--- src/rtl/rvc_asap_eot_monitor_pkg.sv ---
// ---------------------------------------------------------------------------
// rvc_asap_eot_monitor_pkg
// Shared constants and types for the end-of-test monitor.
//   EBREAK_INSTR / ECALL_INSTR : instruction encodings that end a test
//   t_eot_cause                : 2-bit end-cause code exposed on EndCause
//   t_eot_state                : monitor FSM states
// ---------------------------------------------------------------------------
package rvc_asap_eot_monitor_pkg;

    localparam logic [31:0] EBREAK_INSTR = 32'h0010_0073;
    localparam logic [31:0] ECALL_INSTR  = 32'h0000_0073;

    typedef enum logic [1:0] {
        CAUSE_NONE    = 2'd0,
        CAUSE_EBREAK  = 2'd1,
        CAUSE_ECALL   = 2'd2,
        CAUSE_TIMEOUT = 2'd3
    } t_eot_cause;

    typedef enum logic [2:0] {
        S_RUN  = 3'd0,
        S_RD   = 3'd1,
        S_CAP  = 3'd2,
        S_SEND = 3'd3,
        S_DONE = 3'd4
    } t_eot_state;

endpackage

--- src/rtl/rvc_asap_eot_monitor_if.sv ---
// ---------------------------------------------------------------------------
// rvc_asap_eot_monitor_if
// Snapshot stream: one data-memory word per valid/ready beat.
//   SnapValid : beat valid (producer)
//   SnapReady : beat accepted (consumer)
//   SnapAddr  : byte address of the word
//   SnapData  : memory word at SnapAddr
// master = the monitor, slave = the consumer (bench / debug logic).
// ---------------------------------------------------------------------------
interface rvc_asap_eot_monitor_if #(
    parameter int unsigned ADDR_W = 32
) ();

    logic              SnapValid;
    logic              SnapReady;
    logic [ADDR_W-1:0] SnapAddr;
    logic [31:0]       SnapData;

    modport master (
        output SnapValid,
        output SnapAddr,
        output SnapData,
        input  SnapReady
    );

    modport slave (
        input  SnapValid,
        input  SnapAddr,
        input  SnapData,
        output SnapReady
    );

endinterface

--- src/rtl/rvc_asap_eot_monitor.sv ---
// ---------------------------------------------------------------------------
// rvc_asap_eot_monitor
// Watches retiring instructions for ebreak (optionally ecall) and enforces a
// RUN-cycle timeout. On an end condition it halts the core and streams
// SNAP_WORDS data-memory words starting at D_MEM_OFFSET over the snap port.
// Ports:
//   Clock, Rst            : clock, synchronous active-high reset
//   InstrValid/Instruction: retiring instruction stream
//   Halt                  : stall request, high from end detection to reset
//   MemRdEn/MemRdAddr     : data-memory read request (one outstanding)
//   MemRdData             : read data, valid the cycle after MemRdEn
//   snap                  : snapshot stream (valid/ready, addr, data)
//   EndCause              : NONE/EBREAK/ECALL/TIMEOUT
//   CycleCnt              : saturating count of RUN cycles
//   Done                  : all beats accepted, sticky until reset
// ---------------------------------------------------------------------------
module rvc_asap_eot_monitor
    import rvc_asap_eot_monitor_pkg::*;
#(
    parameter int unsigned       ADDR_W         = 32,
    parameter logic [ADDR_W-1:0] D_MEM_OFFSET   = 'h1000,
    parameter int unsigned       SNAP_WORDS     = 1024,
    parameter int unsigned       TIMEOUT_CYCLES = 1000,
    parameter bit                EN_ECALL       = 1'b0
) (
    input  logic                  Clock,
    input  logic                  Rst,
    input  logic                  InstrValid,
    input  logic [31:0]           Instruction,
    output logic                  Halt,
    output logic                  MemRdEn,
    output logic [ADDR_W-1:0]     MemRdAddr,
    input  logic [31:0]           MemRdData,
    rvc_asap_eot_monitor_if.master snap,
    output logic [1:0]            EndCause,
    output logic [31:0]           CycleCnt,
    output logic                  Done
);

    localparam int unsigned      IDX_W        = (SNAP_WORDS > 1) ? $clog2(SNAP_WORDS) : 1;
    localparam logic [IDX_W-1:0] LAST_IDX     = IDX_W'(SNAP_WORDS - 1);
    localparam logic [31:0]      TIMEOUT_LAST = 32'(TIMEOUT_CYCLES - 1);

    t_eot_state        state;
    t_eot_state        state_nxt;
    t_eot_cause        cause;
    t_eot_cause        cause_nxt;
    logic [IDX_W-1:0]  idx;
    logic [31:0]       cycle_cnt;
    logic [ADDR_W-1:0] rd_addr;
    logic [ADDR_W-1:0] snap_addr;
    logic [31:0]       snap_data;
    logic              snap_valid;
    logic              handshake;
    logic              is_ebreak;
    logic              is_ecall;
    logic              is_tmo;

    // Address wraps modulo 2^ADDR_W by construction of the ADDR_W-bit sum.
    assign rd_addr    = D_MEM_OFFSET + (ADDR_W'(idx) << 2);
    assign snap_valid = (state == S_SEND);
    assign handshake  = snap_valid && snap.SnapReady;

    assign is_ebreak = InstrValid && (Instruction == EBREAK_INSTR);
    assign is_ecall  = EN_ECALL && InstrValid && (Instruction == ECALL_INSTR);
    assign is_tmo    = (TIMEOUT_CYCLES != 0) && (cycle_cnt == TIMEOUT_LAST);

    always_comb begin
        state_nxt = state;
        cause_nxt = CAUSE_NONE;
        case (state)
            S_RUN: begin
                if (is_ebreak)     cause_nxt = CAUSE_EBREAK;
                else if (is_ecall) cause_nxt = CAUSE_ECALL;
                else if (is_tmo)   cause_nxt = CAUSE_TIMEOUT;
                if (cause_nxt != CAUSE_NONE) state_nxt = S_RD;
            end
            S_RD:   state_nxt = S_CAP;
            S_CAP:  state_nxt = S_SEND;
            S_SEND: begin
                if (handshake) state_nxt = (idx == LAST_IDX) ? S_DONE : S_RD;
            end
            S_DONE:  state_nxt = S_DONE;
            default: state_nxt = S_RUN;
        endcase
    end

    always_ff @(posedge Clock) begin
        if (Rst) begin
            state     <= S_RUN;
            cause     <= CAUSE_NONE;
            idx       <= '0;
            cycle_cnt <= '0;
            snap_addr <= '0;
            snap_data <= '0;
        end else begin
            state <= state_nxt;
            if (state == S_RUN) begin
                // cause_nxt is NONE unless this is the cycle RUN is left,
                // so the value latched on exit is what persists.
                cause <= cause_nxt;
                idx   <= '0;
                if (cycle_cnt != '1) cycle_cnt <= cycle_cnt + 32'd1;
            end
            if ((state == S_SEND) && handshake && (idx != LAST_IDX)) begin
                idx <= idx + 1'b1;
            end
            // idx is unchanged between RD and CAP, so rd_addr is the address
            // that was read in the previous cycle.
            if (state == S_CAP) begin
                snap_addr <= rd_addr;
                snap_data <= MemRdData;
            end
        end
    end

    assign Halt           = (state != S_RUN);
    assign MemRdEn        = (state == S_RD);
    assign MemRdAddr      = MemRdEn ? rd_addr : '0;
    assign snap.SnapValid = snap_valid;
    assign snap.SnapAddr  = snap_addr;
    assign snap.SnapData  = snap_data;
    assign EndCause       = cause;
    assign CycleCnt       = cycle_cnt;
    assign Done           = (state == S_DONE);

endmodule

--- src/flat_wrapper.sv ---
// flat-port wrapper written by rule: the top's interface ports become plain ports
module rvc_asap_eot_monitor_flat import rvc_asap_eot_monitor_pkg::*;
#(
    parameter int unsigned       ADDR_W         = 32,
    parameter logic [ADDR_W-1:0] D_MEM_OFFSET   = 'h1000,
    parameter int unsigned       SNAP_WORDS     = 1024,
    parameter int unsigned       TIMEOUT_CYCLES = 1000,
    parameter bit                EN_ECALL       = 1'b0
)
  (Clock, Rst, InstrValid, Instruction, Halt, MemRdEn, MemRdAddr, MemRdData, EndCause, CycleCnt, Done, snap_SnapValid, snap_SnapAddr, snap_SnapData, snap_SnapReady);
  rvc_asap_eot_monitor_if #(.ADDR_W(ADDR_W)) snap_i ();
  input  logic Clock;
  input  logic Rst;
  input  logic InstrValid;
  input  logic [31:0] Instruction;
  output logic Halt;
  output logic MemRdEn;
  output logic [ADDR_W-1:0] MemRdAddr;
  input  logic [31:0] MemRdData;
  output logic [1:0] EndCause;
  output logic [31:0] CycleCnt;
  output logic Done;
  output wire logic [$bits(snap_i.SnapValid)-1:0] snap_SnapValid;
  output wire logic [$bits(snap_i.SnapAddr)-1:0] snap_SnapAddr;
  output wire logic [$bits(snap_i.SnapData)-1:0] snap_SnapData;
  input wire logic [$bits(snap_i.SnapReady)-1:0] snap_SnapReady;
  assign snap_SnapValid = snap_i.SnapValid;
  assign snap_SnapAddr = snap_i.SnapAddr;
  assign snap_SnapData = snap_i.SnapData;
  assign snap_i.SnapReady = snap_SnapReady;
  rvc_asap_eot_monitor #(.ADDR_W(ADDR_W), .D_MEM_OFFSET(D_MEM_OFFSET), .SNAP_WORDS(SNAP_WORDS), .TIMEOUT_CYCLES(TIMEOUT_CYCLES), .EN_ECALL(EN_ECALL)) u_core (.Clock(Clock), .Rst(Rst), .InstrValid(InstrValid), .Instruction(Instruction), .Halt(Halt), .MemRdEn(MemRdEn), .MemRdAddr(MemRdAddr), .MemRdData(MemRdData), .snap(snap_i), .EndCause(EndCause), .CycleCnt(CycleCnt), .Done(Done));
endmodule
--- config.mk ---
export PLATFORM = sky130hd
export DESIGN_NAME = rvc_asap_eot_monitor_flat
export DESIGN_NICKNAME = d
export VERILOG_FILES = /design/src/rtl/rvc_asap_eot_monitor_pkg.sv /design/src/rtl/rvc_asap_eot_monitor_if.sv /design/src/rtl/rvc_asap_eot_monitor.sv /design/src/flat_wrapper.sv
export SDC_FILE = /design/constraint.sdc
export NUM_CORES = 1
export LEC_CHECK = 0
export BUFFER_PORTS_ARGS = -buffer_cell sky130_fd_sc_hd__buf_4
export CAP_MARGIN = 20
export CORE_MARGIN = 2
export CORE_UTILIZATION = 47
export CTS_CLUSTER_SIZE = 16
export DETAILED_ROUTE_END_ITERATION = 12
export PLACE_DENSITY = 0.88
export SETUP_SLACK_MARGIN = 0.4
export SYNTH_ARGS = -nofsm -noshare
export SYNTH_HDL_FRONTEND = slang
export SYNTH_SLANG_ARGS = --single-unit
--- constraint.sdc ---
create_clock -name Clock -period 2.6 [get_ports Clock]
set_input_delay 0.26 -clock Clock [delete_from_list [all_inputs] [get_ports Clock]]
set_output_delay 0.26 -clock Clock [all_outputs]
set_load 0.05 [all_outputs]
Word level (Yosys, flattened, before mapping)
Cells that the tools add are included.
Word-level totals
  register bits after elaboration: 111
Operators by class
  mux-type cells: 10
  equality and inequality tests: 11
  reductions and logical operators: 10
  $add $sub $neg: 3
Operators with widths (number)
  32-bit by 1-bit adder with 32-bit output, second input constant: 1
  32-bit by 10-bit == test with 1-bit output, second input constant: 1
  32-bit by 21-bit == test with 1-bit output, second input constant: 1
  32-bit 2-to-1 mux: 1
  32-bit inequality test, second input constant: 1
  10-bit 2-to-1 mux: 2
  3-bit case mux with 5 select lines: 1
  13-bit by 12-bit adder with 14-bit output, first input constant: 1
  10-bit by 1-bit adder with 10-bit output, second input constant: 1
  10-bit == test, second input constant: 1
  10-bit inequality test, second input constant: 1
  3-bit 2-to-1 mux: 3
  3-bit by 2-bit == test with 1-bit output, second input constant: 2
  2-bit 2-to-1 mux: 3
  1-bit logical AND: 4
  2-bit AND reduction: 2
  2-bit nonzero test: 2
  3-bit by 1-bit == test with 1-bit output, second input constant: 1
  3-bit == test, second input constant: 1
  3-bit zero test: 1
  3-bit nonzero test: 1
  2-bit by 1-bit inequality test with 1-bit output, second input constant: 1
  2-bit inequality test, second input constant: 1

Depth between registers and ports, before layout
Gate-level depths: netlist of run 1.
  depth after elaboration: 7
  depth in mapped cells: 7

Worst setup path after synthesis of run 1
No wires, ideal clock.
  path kind: register -> register
  start: register u_core.cycle_cnt[0], in the netlist u_core.CycleCnt[0]
  end: register u_core.cycle_cnt[23], in the netlist u_core.CycleCnt[23]
  required time: 2529 ps
  path slack: 341 ps
  arrival time: 2189 ps
  stages on the path, launching flop included: 7
  cells stage by stage: dfxtp_1 -> ha_1 -> and4_1 -> and3_4 -> a2111o_1 -> or4_1 -> a21oi_1
Between the ends
  cells in the longest elaborated chain, start to end: 2
  elaborated cells on any way between the ends: 3
RTL lines
  start: declaration: line rvc_asap_eot_monitor.sv:49  | logic [31:0] cycle_cnt;
  start signal: assignment: line rvc_asap_eot_monitor.sv:103  | if (cycle_cnt != '1) cycle_cnt <= cycle_cnt + 32'd1;
  branches (longest 2 deep; another with 32-bit by 1-bit adder with 32-bit output)
Parallel ways; which one is timed is not known.
A chain may end at the register's enable or synchronous reset.

Worst setup path after layout of run 1
  start: register u_core.state[1]
  end: register u_core.cycle_cnt[23], in the netlist u_core.CycleCnt[23]
Between the ends
  cells in the longest elaborated chain, start to end: 2
RTL lines
  start: declaration: line rvc_asap_eot_monitor.sv:44  | t_eot_state state;
  start signal: assignment: line rvc_asap_eot_monitor.sv:97  | state <= state_nxt;
  3-bit zero test: line rvc_asap_eot_monitor.sv:98  | if (state == S_RUN) begin
  2-bit AND reduction (no source line)
Every way passes these cells.

==> results of run 1 <==
-- metrics by stage --
stage	power, uW	setup WS (ns)
global route	3120	0.373
CTS	3010	0.449
global placement	2090	0.502
floorplan	1960	0.403
finish	3000	0.501
detailed placement	2100	0.474
-- power groups by stage --
stage          combinational [uW]  clock, uW  sequential (uW)
2_1_floorplan                 356          0             1610
4_1_cts                       612        943             1460
6_report                      618        921             1460
5_1_grt                       655        997             1460
3_5_place_dp                  610          0             1490
3_3_place_gp                  604          0             1490
-- per-layer routing --
metal / part of all wire / vias to the layer above / track usage / wire (um)
met5: 0 / - / 0 / 0
met4: 0.011 / 0 / 0.0622 / 127
met3: 0.079 / 16 / 0.0506 / 892
met2: 0.51 / 171 / 0.369 / 5740
met1: 0.40 / 2004 / 0.261 / 4590
li1: - / 2139 / - / -
-- logic make-up (layout without fill, tap and decap cells) --
group,count (synthesis),after routing
simple gates,252,252
buf+inv,76,191
mux,3,3
flops,90,90
compound gates,111,111
fa+ha+maj,2,2
xor+xnor,15,15
other cells,1,42
-- flip-flops by register name, indices dropped and copies added, names as in the netlist --
register	count
u_core.EndCause	2
u_core.CycleCnt	32
u_core.snap.SnapData	32
u_core.state	3
u_core.idx	10
u_core.snap.SnapAddr	11
-- worst max path at each step --
stage | start | endpoint | slack [ns] | cells past startpoint
floorplan | u_core.CycleCnt[7] | u_core.CycleCnt[23] | 0.40 | 5
global placement | u_core.CycleCnt[0] | u_core.CycleCnt[23] | 0.50 | 6
detailed placement | u_core.CycleCnt[0] | u_core.CycleCnt[23] | 0.47 | 6
CTS | u_core.CycleCnt[0] | u_core.CycleCnt[23] | 0.45 | 6
global route | u_core.state[1] | u_core.CycleCnt[23] | 0.37 | 6
finish | u_core.state[1] | u_core.CycleCnt[23] | 0.50 | 5
-- worst reg2reg max path: cells and delay by family, from the launching register on --
family	cells	cell delay [ns]
flip-flops	1	0.40
AO/OA/AOI/OAI	2	0.61
AND/OR/NAND/NOR	3	1.02
-- layout by cell type (no fill, tap or decap), types with 3 or more instances in the layout --
cell / instances
and3_1: 4
nor2_1: 26
a22o_1: 3
dfxtp_1: 85
buf_4: 168
conb_1: 42
or3_1: 16
inv_1: 6
o21ai_0: 27
inv_6: 3
nor3_1: 9
xnor2_1: 13
nand3b_1: 3
a2111oi_0: 4
and4_1: 5
nor4b_1: 4
a21oi_1: 65
clkbuf_8: 9
a311oi_1: 3
and2_1: 11
dfxtp_2: 5
nor4_1: 13
nand2_1: 111
nand3_1: 18
nand4_1: 11
-- layout make-up --
| cell class | instances | area (sq um) |
|---|---|---|
| clock buffers | 9 | 124 |
| clock inverters | 7 | 63.8 |
| fillers | 802 | 3440 |
| inverters | 7 | 26.3 |
| multi-input cells | 425 | 2290 |
| flip-flops and latches | 90 | 1810 |
| well taps | 111 | 139 |
| repair buffers | 168 | 1260 |
-- what timing repair did --
action | CTS | global route
hold buffers | 0 | 0
setup endpoints to repair | 0 | 10
gates resized for setup | 0 | 2
buffers inserted | 0 | 5
==> run_results.csv, run 1 <==
group,metric,value,unit
place,dp_hpwl,8210,um
place,placed_area,5480,sq um
pwr,power.switching,1030,uW
worst_setup_path,crit_chain,"nor3_4, nand3_1, a2111o_1, or4_1, a21oi_1",
worst_setup_path,worstSetupEndpointType,"flip-flop",
floorplanning,io_pins,202,
logic_synthesis,syn_area,4390,sq um
route,antenna_left,0,
place,dp_cells,796,
logic_synthesis,synth_xor_area_frac,0.0299,
logic_synthesis,synth.distinct_cells,54,
pwr,p_int,1970,uW
route,wl,11300,um
worst_setup_path,critical_path.top_delay_family,"simple AND/OR/NAND/NOR gates",
route,via_per_inst,5.30,
clock_tree,clock_latency,0.36,ns
worst_setup_path,slowest_stage,"a2111o_1",
pwr,p_comb_frac,0.206,
logic_synthesis,yosysTopAreaCell,"dfxtp_1",
sta,whs,0.135,ns
sta,tns,0,ns
logic_synthesis,yosysWarnings,0,
worst_setup_path,r2r_cells,5,
sta,worst_clock_skew,0.0116,ns
worst_setup_path,worstReg2RegEnd,"u_core.CycleCnt[23]",
clock_tree,cts_tree,"yes",
sta,rsz0062_at_grt,"no",
global_routing,grt_max_degree,62,
sta,maxSlewViolCount,0,
logic_synthesis,synthSimpleGateAreaFrac,0.297,
min_path,holdPathStages,3,
sta,finalHoldViolations,0,
pwr,power_density,524,nW/um^2
floorplanning,fp.dieH,101,um
logic_synthesis,synth_top_area_share,0.410,
worst_setup_path,slowest_delay,0.47,ns
min_path,hold_class,"in2reg",
sta,fin_crit_sh,0.807,
logic_synthesis,synthTopCellsByArea,"dfxtp_1 41%, nand2_1 9.5%, a21oi_1 7.4%",
logic_synthesis,synth_most_common_cell,"nand2_1",
global_routing,track_usage,0.212,
pwr,ir_worst_vdd,0.000307,V
pwr,swShare,0.343,
global_routing,grt_pass1_wl,17700,um
clock_tree,cts_buffers,9,
finish,utilization,0.624,
global_routing,grt_pass1_vias,3861,
global_routing,antenna_found_initial,0,
floorplanning,core,9150,sq um
floorplanning,die_x,101,um
route,drt_iter0_markers,135,
clock_tree,htreeDepth,3,
floorplanning,core.rowCount,35,
logic_synthesis,synth_commonest_cells,"111 x nand2_1, 90 x dfxtp_1, 65 x a21oi_1, 43 x buf_4",
clock_tree,cts_buffer_depth,2,
worst_setup_path,cp_max_fo,9,
sta,slew-limit-headroom,0.588,
logic_synthesis,synth_top_family_by_area,"simple AND/OR/NAND/NOR gates",
clock_tree,clock-sinks,90,
finish,design_area,5710,sq um
logic_synthesis,syn_inst,550,
worst_setup_path,crit-reg2reg-launch,"u_core.state[1]",
route,post-route-drc-count,0,
logic_synthesis,yosysSeqAreaShare,0.410,
logic_synthesis,synth_seq_cells,90,
pwr,p_leak,0.00231,uW
logic_synthesis,synth_compound_area_frac,0.144,
pwr,seq_power_share,0.486,
worst_setup_path,cp.required,2.89,ns
min_path,min_to,"u_core.snap.SnapData[8]",
worst_setup_path,cp-start-kind,"flip-flop",
sta,final-setup-viol-count,0,
finish,drive_gt1_frac,0.293,
finish,final_nets,771,
min_path,min_from,"MemRdData[8]",
sta,clock.fmax,477,MHz
run_status,status,"finished, final reports clean",
logic_synthesis,yosys_most_used_dff,"dfxtp_1",
route,firstDrtPassIters,5,
finish,antennaDiodeCount,0,
worst_setup_path,cp_data_arrival_time,2.38,ns
global_routing,overflow,0,
sta,post-route-min-period,2.10,ns
clock_tree,ctsRootBufferMaster,"clkbuf_8",
worst_setup_path,crit_type,"reg2reg",
route,wl_per_cell,13.9,um
worst_setup_path,timing.critical_path.buf_inv,0,
route,num_vias,4330,
worst_setup_path,rrSetupSlack,0.50,ns
pwr,power_frac_clock,0.307,
place,gp_congestion,0.836,
job,timing.max_cap.violations,0,
clock_tree,clk_pin_slew,0.10,ns
place,port_buffers,159,
floorplanning,die-area,10100,sq um
logic_synthesis,synth_fa_ha_area_frac,0.00570,
logic_synthesis,synthMuxAreaShare,0.00712,
logic_synthesis,postSynthAreaPerCell,7.98,sq um
finish,final_cells,817,
logic_synthesis,async_reset_ff_frac,0,
floorplanning,start_util,0.480,
finish,area_growth,30.1,%
sta,tightest_slew,0.602,ns
logic_synthesis,synth_edf_count,0,
Power figures use the tool's default switching activity.
==> run 2: changes to the inputs <==
Settings changed: ABC_AREA set to 1, CORE_UTILIZATION 47 to 44, PLACE_DENSITY 0.88 to 0.85.
Clock period 2.6 ns to 1.85 ns, I/O delays scaled along.
==> run 2 against run 1 <==
Against the previous run:
- register-to-register slack worse by 0.30 ns
- combinational power grew to 3.2 times the previous value
- non-clock buffer count is 43 higher
- final cell count is 32% higher
- power is 100% higher
- critical path depth is 4 higher
- synthesized cell count grew 33%
- critical path type unchanged
- largest cell class unchanged
- largest power group unchanged
==> run_results.csv, run 2 <==
group,metric,value,unit
pwr,finalPower,6080,uW
place,gp_congestion,0.923,
place,port_buffers,159,
floorplanning,fp.dieH,111,um
run_status,status,"finished, final reports clean",
route,post-route-drc-count,0,
clock_tree,cts_tree,"yes",
sta,tns,0,ns
logic_synthesis,yosysWarnings,0,
worst_setup_path,crit-reg2reg-launch,"u_core.CycleCnt[11]",
sta,worst_clock_skew,0.00934,ns
logic_synthesis,synth_most_common_cell,"nand2_1",
global_routing,grt_pass1_wl,25300,um
route,antenna_left,0,
clock_tree,htreeDepth,3,
sta,finalHoldViolations,0,
global_routing,top_usage_layer,"met2",
worst_setup_path,crit_type,"reg2reg",
clock_tree,clock-sinks,90,
sta,fin_crit_sh,0.888,
sta,rsz0062_at_grt,"yes",
floorplanning,core,11000,sq um
worst_setup_path,timing.critical_path.buf_inv,2,
logic_synthesis,postSynthAreaPerCell,6.83,sq um
sta,maxSlewViolCount,0,
floorplanning,core.rowCount,38,
global_routing,grt_pass1_vias,5392,
floorplanning,die_x,111,um
finish,final_nets,1004,
sta,slew-limit-headroom,0.616,
worst_setup_path,cp_max_fo,9,
finish,drive_gt1_frac,0.450,
worst_setup_path,cp.required,2.07,ns
sta,final-setup-viol-count,0,
finish,mostFrequentLayoutCells,"176 x buf_4, 140 x nor2_1, 121 x nand2_1, 52 x dfxtp_1, 44 x o21ai_0",
sta,tightest_slew,0.575,ns
global_routing,grtUsageMet3,0.0880,
place,dp_hpwl,10200,um
logic_synthesis,syn_area,5000,sq um
floorplanning,die-area,12200,sq um
route,firstDrtPassIters,5,
worst_setup_path,worstSetupEndpointType,"flip-flop",
pwr,ir_worst_vdd,0.000957,V
pwr,p_leak,0.00371,uW
finish,utilization,0.716,
route,via_per_inst,5.22,
logic_synthesis,synth_commonest_cells,"171 x nand2_1, 166 x nor2_1, 90 x dfxtp_1, 49 x o21ai_0",
min_path,min_from,"MemRdData[31]",
worst_setup_path,cp_data_arrival_time,1.86,ns
worst_setup_path,critical_path.top_delay_family,"simple AND/OR/NAND/NOR gates",
clock_tree,cts-hold-fix-buffers,0,
logic_synthesis,synth_seq_cells,90,
logic_synthesis,async_reset_ff_frac,0,
min_path,hold_class,"in2reg",
route,drt_iter0_markers,396,
logic_synthesis,synth_top_area_share,0.360,
route,wl,17200,um
route,wl_per_cell,15.9,um
worst_setup_path,crit_start,"u_core.CycleCnt[11]",
clock_tree,ctsRootBufferMaster,"clkbuf_16",
job,timing.max_cap.violations,0,
clock_tree,cts_buffer_depth,2,
logic_synthesis,syn_inst,733,
logic_synthesis,yosysSeqAreaShare,0.360,
worst_setup_path,slowest_delay,0.41,ns
logic_synthesis,synthTopCellsByArea,"dfxtp_1 36%, nand2_1 13%, nor2_1 12%",
finish,final_common_cell,"buf_4",
global_routing,overflow,0,
logic_synthesis,yosys_most_used_dff,"dfxtp_1",
worst_setup_path,slowest_stage,"dfxtp_4",
global_routing,met1_usage,0.277,
route,num_vias,5628,
worst_setup_path,crit_chain,"nand2_2, nor2_4, nand2_4, nor2_8, a21oi_4, buf_12, buf_16, nand2_1, a21oi_2",
global_routing,antenna_found_initial,0,
worst_setup_path,cp-start-kind,"flip-flop",
logic_synthesis,synth.distinct_cells,40,
finish,area_growth,57.2,%
clock_tree,clock_latency,0.36,ns
pwr,power_density,773,nW/um^2
sta,post-route-min-period,1.64,ns
sta,clock.fmax,608,MHz
logic_synthesis,yosysTopAreaCell,"dfxtp_1",
clock_tree,clk_pin_slew,0.07,ns
global_routing,track_usage,0.253,
finish,antennaDiodeCount,0,
logic_synthesis,synth_edf_count,0,
floorplanning,io_pins,202,
floorplanning,start_util,0.456,
global_routing,grt_max_degree,54,
clock_tree,cts_buffers,9,
global_routing,met2_usage,0.433,
-- run 2: cell count changes in the layout (fill, tap and decap cells not counted), moves of 21 or more --
cell / delta
nor2_1: +114
a21oi_1: -45
nand2_4: +34
dfxtp_1: -33
a21oi_2: +30
inv_1: +30
nor2_4: +26
dfxtp_4: +25
nand2_2: +21
-- run 2: stage by stage --
step                std cells  setup WS, ns  hold slack [ns]  instance area, sq um
floorplan                 774         0.189            0.320                  5560
global placement         1017         0.113            0.404                  6510
detailed placement       1017         0.129            0.411                  6510
CTS                      1064         0.215           0.0435                  7450
global route             1079        0.0891           0.0434                  7870
finish                   1079         0.206           0.0498                  7870
-- run 2: final timing paths --
check,end,slack (ns),cells past startpoint
worst min-delay path,u_core.snap.SnapData[31],0.05,3
worst max register to register,u_core.CycleCnt[31],0.21,9
worst min register to register,u_core.EndCause[1],0.47,2
worst max-delay path,u_core.CycleCnt[31],0.21,9
-- run 2: repair_timing --
action                     in CTS  in global routing
gates resized for setup        77                 78
gates cloned                    7                  1
setup endpoints to repair      56                 62
setup buffers                  24                 14
pin swaps                      26                 29
-- run 2: layer usage --
metal,vias to the layer above,share of wire
met1,2609,0.37
met3,73,0.091
met4,0,0.041
met2,304,0.50
met5,-,0
li1,2642,-
-- run 2: kinds of logic after synthesis --
group | count (synthesis) | share of synthesized area
buffers and inverters | 117 | 0.134
flip-flops | 90 | 0.360
AND/OR/NAND/NOR | 402 | 0.351
adder cells (fa/ha/maj) | 2 | 0.00500
XOR/XNOR | 14 | 0.0245
AO/OA/AOI/OAI | 107 | 0.125
other | 1 | 0.000749
-- run 2: tightest hold or removal path: cells and delay by family --
family	cells	cell delay (ns)
AND/OR/NAND/NOR	2	0.11
buffers and inverters	1	0.08
-- run 2: layout make-up --
| cell class | instances | area (sq um) |
|---|---|---|
| clock buffer | 11 | 254 |
| clock inverter | 5 | 66.3 |
| fill | 780 | 3120 |
| inverter | 51 | 231 |
| multi-input combinational | 570 | 3350 |
| sequential | 90 | 1910 |
| tap | 140 | 175 |
| timing repair buffer | 211 | 1870 |
| timing repair inverter | 1 | 6.26 |
-- run 2: power breakdown --
group | internal [uW] | switching [uW] | total (uW) | leakage [uW]
sequential | 2040 | 84.2 | 2120 | 0.000754
combinational | 692 | 1290 | 1980 | 0.00280
clock | 1150 | 830 | 1980 | 0.000154
